**config.mk**
```make
export PLATFORM = sky130hd
export DESIGN_NAME = seg_scan_driver
export DESIGN_NICKNAME = d
export VERILOG_FILES = /design/src/rtl/seg_scan_driver.sv
export SDC_FILE = /design/constraint.sdc
export NUM_CORES = 1
export LEC_CHECK = 0
export BUFFER_PORTS_ARGS = -buffer_cell sky130_fd_sc_hd__buf_2
export CORE_MARGIN = 5
export CORE_UTILIZATION = 36
export CTS_BUF_LIST = sky130_fd_sc_hd__clkbuf_8
export DETAILED_ROUTE_END_ITERATION = 10
export SLEW_MARGIN = 30
export SYNTH_ARGS = -nofsm -noshare
export SYNTH_HDL_FRONTEND = slang
export SYNTH_SLANG_ARGS = --single-unit
```
**constraint.sdc**
```tcl
create_clock -name clk -period 2.9 [get_ports clk]
set_input_delay 0 -clock clk [delete_from_list [all_inputs] [get_ports clk]]
set_output_delay 0 -clock clk [all_outputs]
set_load 0.005 [all_outputs]
```
**src/rtl/seg_scan_driver.sv**
```systemverilog
// ---------------------------------------------------------------------------
// seg_scan_driver
//
// Time-multiplexed driver for a row of common-anode 7-segment hex digits.
// A free-running divider paces the scan. Each digit is shown for 2^DIV_W
// clocks, and the first clock of every digit slot is blanked to suppress
// ghosting. Host writes land in a shadow register. They are promoted to the
// active register only at a frame boundary, so a frame is never torn.
//
// Parameters
//   DIGITS  number of multiplexed digits (1..16)
//   DIV_W   scan divider width; one digit slot = 2^DIV_W clocks (2..24)
//
// Ports
//   clk      single clock, rising edge
//   rst_n    asynchronous active-low reset
//   data     4*DIGITS hex nibbles, nibble k drives digit k
//   points   per-digit decimal point, 1 = lit
//   enable   per-digit enable, 0 = digit fully dark
//   load     one-cycle strobe capturing data/points/enable into the shadow
//   pending  shadow holds values not yet committed to the display
//   seg_n    active-low segments {p,g,f,e,d,c,b,a}
//   an_n     active-low digit select, at most one bit low
//
// Optional feature (macro SEG_BLINK_EN)
//   Adds input blink[DIGITS-1:0], which is shadowed and committed with the
//   other fields. It also adds a 6-bit frame counter. Blinking digits are dark
//   while bit 5 of that counter is set.
// ---------------------------------------------------------------------------
module seg_scan_driver #(
  parameter int DIGITS = 8,
  parameter int DIV_W  = 17
) (
  input  logic                  clk,
  input  logic                  rst_n,
  input  logic [4*DIGITS-1:0]   data,
  input  logic [DIGITS-1:0]     points,
  input  logic [DIGITS-1:0]     enable,
`ifdef SEG_BLINK_EN
  input  logic [DIGITS-1:0]     blink,
`endif
  input  logic                  load,
  output logic                  pending,
  output logic [7:0]            seg_n,
  output logic [DIGITS-1:0]     an_n
);

  localparam int IDX_W = (DIGITS > 1) ? $clog2(DIGITS) : 1;
  localparam logic [IDX_W-1:0] LAST_IDX = IDX_W'(DIGITS - 1);

  // Active-high segment pattern {g,f,e,d,c,b,a} for one hex nibble.
  function automatic logic [6:0] hex_font(input logic [3:0] nib);
    case (nib)
      4'h0:    hex_font = 7'b011_1111;
      4'h1:    hex_font = 7'b000_0110;
      4'h2:    hex_font = 7'b101_1011;
      4'h3:    hex_font = 7'b100_1111;
      4'h4:    hex_font = 7'b110_0110;
      4'h5:    hex_font = 7'b110_1101;
      4'h6:    hex_font = 7'b111_1101;
      4'h7:    hex_font = 7'b000_0111;
      4'h8:    hex_font = 7'b111_1111;
      4'h9:    hex_font = 7'b110_1111;
      4'hA:    hex_font = 7'b111_0111;
      4'hB:    hex_font = 7'b111_1100;
      4'hC:    hex_font = 7'b011_1001;
      4'hD:    hex_font = 7'b101_1110;
      4'hE:    hex_font = 7'b111_1001;
      default: hex_font = 7'b111_0001;
    endcase
  endfunction

  logic [DIV_W-1:0]    div;
  logic [IDX_W-1:0]    idx;

  logic [4*DIGITS-1:0] shadow_data,   active_data;
  logic [DIGITS-1:0]   shadow_points, active_points;
  logic [DIGITS-1:0]   shadow_enable, active_enable;

  logic                tick;
  logic                wrap;
  logic                commit;
  logic                dark;
  logic [3:0]          cur_nib;
  logic [7:0]          seg_d;
  logic [DIGITS-1:0]   an_d;

  assign tick    = &div;
  assign wrap    = tick && (idx == LAST_IDX);
  assign commit  = wrap && pending;
  assign cur_nib = active_data[4*idx +: 4];

`ifdef SEG_BLINK_EN
  logic [DIGITS-1:0] shadow_blink, active_blink;
  logic [5:0]        frame_cnt;

  assign dark = !active_enable[idx] || (active_blink[idx] && frame_cnt[5]);

  always_ff @(posedge clk or negedge rst_n) begin
    if (!rst_n) begin
      shadow_blink <= '0;
      active_blink <= '0;
      frame_cnt    <= '0;
    end else begin
      if (commit) active_blink <= shadow_blink;
      if (load)   shadow_blink <= blink;
      if (wrap)   frame_cnt    <= frame_cnt + 6'd1;
    end
  end
`else
  assign dark = !active_enable[idx];
`endif

  // Next output values are decoded from the current digit. On a tick cycle
  // idx is about to move, so the select lines stay blank for one clock.
  always_comb begin
    // NOTE: every combinational output gets a default first, so no path can
    // leave it unassigned and infer a latch.
    seg_d = 8'hFF;
    an_d  = '1;
    if (!dark) seg_d = ~{active_points[idx], hex_font(cur_nib)};
    if (!tick) an_d[idx] = 1'b0;
  end

  // Scan timing and output registers.
  always_ff @(posedge clk or negedge rst_n) begin
    if (!rst_n) begin
      div   <= '0;
      idx   <= '0;
      seg_n <= 8'hFF;
      an_n  <= '1;
    end else begin
      // NOTE: state is updated with non-blocking assignments, so every
      // right-hand side samples the value held before this edge.
      div   <= div + DIV_W'(1);
      seg_n <= seg_d;
      an_n  <= an_d;
      if (tick) idx <= (idx == LAST_IDX) ? '0 : idx + IDX_W'(1);
    end
  end

  // Double-buffered frame contents. Commit happens only at the frame wrap.
  // A load on that same edge refills the shadow and keeps pending set.
  always_ff @(posedge clk or negedge rst_n) begin
    if (!rst_n) begin
      // NOTE: these are plain flops, not a RAM, so they are reset. The display
      // must come up dark and any uncommitted host data is discarded.
      shadow_data   <= '0;
      shadow_points <= '0;
      shadow_enable <= '0;
      active_data   <= '0;
      active_points <= '0;
      active_enable <= '0;
      pending       <= 1'b0;
    end else begin
      if (commit) begin
        active_data   <= shadow_data;
        active_points <= shadow_points;
        active_enable <= shadow_enable;
        pending       <= 1'b0;
      end
      if (load) begin
        shadow_data   <= data;
        shadow_points <= points;
        shadow_enable <= enable;
        pending       <= 1'b1;
      end
    end
  end

endmodule

```
==> reports/results.txt <==
final hold vios: 0
#FFs+latches synth: 133
count of cell types in the netlist: 44
max-slew violation count: 0
most common cell after layout, fill and taps aside: dfrtp_1
drt pass-1 iters: 4
largest family of logic cells by synthesized area: multiplexers
Inserted Diodes: 0
delay-heaviest family, CP: simple AND/OR/NAND/NOR gates
first-pass GRT wire length: 18.37 mm
worst slew pin tran: 0.7430 ns
Mapped Cells: 374
Flop pwr share: 53.2%
routed wire length: 10.68 mm
RSZ-0062 raised after global routing: no
critical-path cell with the highest stage delay: dfrtp_1
post-synthesis sequential area ratio: 59.71%
initial antenna violation count: 0
pwr dens: 519.1 nW/um2
synthesized area: 5608 um2
Rel. slew slack: 50.47%
Max Cap Violations: 0
DRC Markers: 0
CP cell instances: ha_1, and3_1, and3_1, and3_1, ha_1, nand3_2, buf_12, mux2_2
Die X: 134.8 um
vias after detailed routing: 3391
Synth Area in Simple Gates: 4.306%
die area: 18170 um2
Most used DFF post-synth: dfrtp_1
clock sink total: 133
gr ovfl total: 0
clk_lat worst skew: 0.45 ns
CP Capture Type: flip-flop
drt via density: 4.671
max frequency: 0.3974 GHz
worst-path fanout max: 44
Initial Utilization: 36.75%
post-synth net total: 435
switch share: 22.55%
Layout fillers: 1398
die height: 134.8 um
Post-CTS Setup Repair Bufs: 0
crit path time final: 2.516 ns
switching pwr: 0.8307 mW
post-DR wirelength/cell: 14.71 um
PortBufs: 67
vias in the first global route: 3665
Ports: 68
critical path type: reg2reg
Comb power frac: 5.6%
Worst EP required: 3.23 ns
multiplexer share of the synthesized area: 26.04%
Clock H-tree levels: 4
NumNets Final: 564
Core ar.: 15260 um2
Post-Synth XOR/XNOR Area: 2.187%
critical path's largest stage delay: 0.43 ns
Clock power frac: 41.1%
crit path launch type: flip-flop
period utilization: 86.77%
largest net degree at the start of global routing: 60
Hold Slack: 0.1566 ns
setup violators final: 0
row count: 45
Tot GR Track Use: 12.85%
status: complete, no violations
register area: 3348 um2
proportion of layout cells with a drive suffix above 1: 46.80%
hold crit path type: in2async
Setup TNS: 0 ns
Post-synth EDFFs: 0
Pwr Total: 3.683 mW
asr flop ratio synth: 100.0%
crit path DAT: 2.84 ns
internal power consumption: 2.853 mW
crit path buf inv count: 1
yosys warns: 0
Compound-Gate Fraction of Synth Area: 3.414%
area delta synth->final: 26.53%
Max VDD drop: 263.5 uV
P_leak: 3.264 nW
Crit path top cell by count: and3_1
syn_area_per_cell: 14.99 um2
multi-input logic area: 2146 um2
placed wire-length estimate: 7.352 mm
DRT iter0 DRCs: 232
Final ANT Viol Nets: 0
commonest non-fill, non-tap cells in the layout: 117 x dfrtp_1, 101 x mux2_2, 65 x buf_2
TritonCTS Buffers: 17
clk buf depth: 2
Clock Skews: 0.01591 ns
CTS clk-pin slew, worst paths: 0.07 ns
Root Driver: clkbuf_8
Post-Synth Adder-Cell Area: 2.231%
CTS tree: built
routability cong.: 0.7963
## stage by stage
step	instance area, um2	setup WS [ns]	utilization [%]	instances
5_1_grt	7096	0.1833	46.50	726
3_3_place_gp	6210	0.4268	40.70	646
3_5_place_dp	6212	0.3866	40.71	646
4_1_cts	7096	0.3757	46.50	726
2_1_floorplan	5608	0.3468	-	374
6_report	7096	0.3838	46.50	726
## flip-flops by register name, summed over array words and instances (netlist names)
register	count
seg_n	8
active_enable	8
active_points	8
pending	1
idx	3
shadow_enable	8
an_n	8
shadow_data	32
div	17
active_data	32
shadow_points	8
## per-layer routing
metal | routed length, um | GRT usage [%] | vias to the layer above | part of all wire, %
li1 | - | - | 1596 | -
met1 | 5170 | 17.54 | 1702 | 48
met2 | 4800 | 18.90 | 77 | 45
met3 | 558 | 4.545 | 16 | 5.2
met4 | 149 | 4.751 | 0 | 1.4
met5 | 0 | 0 | - | 0
## Yosys cell counts (6+ instances only)
master,count,area [um2]
nand3_1,9,45.04
buf_1,6,22.52
nand2_1,17,63.81
dfrtp_1,117,2928
dfstp_2,16,420.4
mux2_2,101,1137
mux4_2,8,180.2
mux2i_1,9,90.09
ha_1,10,125.1
inv_1,6,22.52
xnor2_1,10,87.58
## final cells by class
cell class | instances | share of cell area [%]
Tap cell | 211 | 3.721
Multi-Input combinational cell | 218 | 30.24
Sequential cell | 133 | 47.19
Clock buffer | 19 | 3.685
Clock inverter | 12 | 1.852
Inverter | 7 | 0.3703
Timing Repair Buffer | 126 | 12.94
## power by group through the flow
| stage | clock network (mW) | logic [mW] | registers, mW |
|---|---|---|---|
| 3_5_place_dp | 0 | 0.162 | 2.00 |
| 3_3_place_gp | 0 | 0.158 | 2.00 |
| 6_report | 1.52 | 0.208 | 1.96 |
| 4_1_cts | 1.57 | 0.214 | 1.96 |
| 2_1_floorplan | 0 | 0.0808 | 1.98 |
| 5_1_grt | 1.65 | 0.234 | 1.97 |
## path summary, 6_finish.rpt
path | slack [ns] | startpoint | depth (start not counted) | end
hold reg to reg | 0.46 | div[15]$_DFF_PN0_ | 1 | div[15]$_DFF_PN0_
min in group clk | 0.16 | load | 2 | shadow_points[0]$_DFFE_PN0P_
max in group asynchronous | 1.81 | rst_n | 3 | seg_n[1]$_DFF_PN1_
setup / recovery | 0.38 | div[0]$_DFF_PN0_ | 8 | active_enable[7]$_DFFE_PN0P_
hold / removal | 0.16 | rst_n | 2 | active_enable[5]$_DFFE_PN0P_
setup reg to reg | 0.38 | div[0]$_DFF_PN0_ | 8 | active_enable[7]$_DFFE_PN0P_
## logic make-up (layout without fill, tap and decap cells)
| kind of cell | after synthesis | after routing |
|---|---|---|
| AO/OA/AOI/OAI | 24 | 24 |
| adder cells (fa/ha/maj) | 10 | 10 |
| AND/OR/NAND/NOR | 49 | 49 |
| XOR/XNOR | 14 | 14 |
| multiplexers | 121 | 121 |
| flip-flops | 133 | 133 |
| buffers and inverters | 23 | 164 |
## what timing repair did
action                                  CTS  global route
resized for setup                         0             0
hold buffers                             49             0
endpoints found under the setup margin    0             0
hold endpoints to repair                101             0
Power figures use the tool's default switching activity.
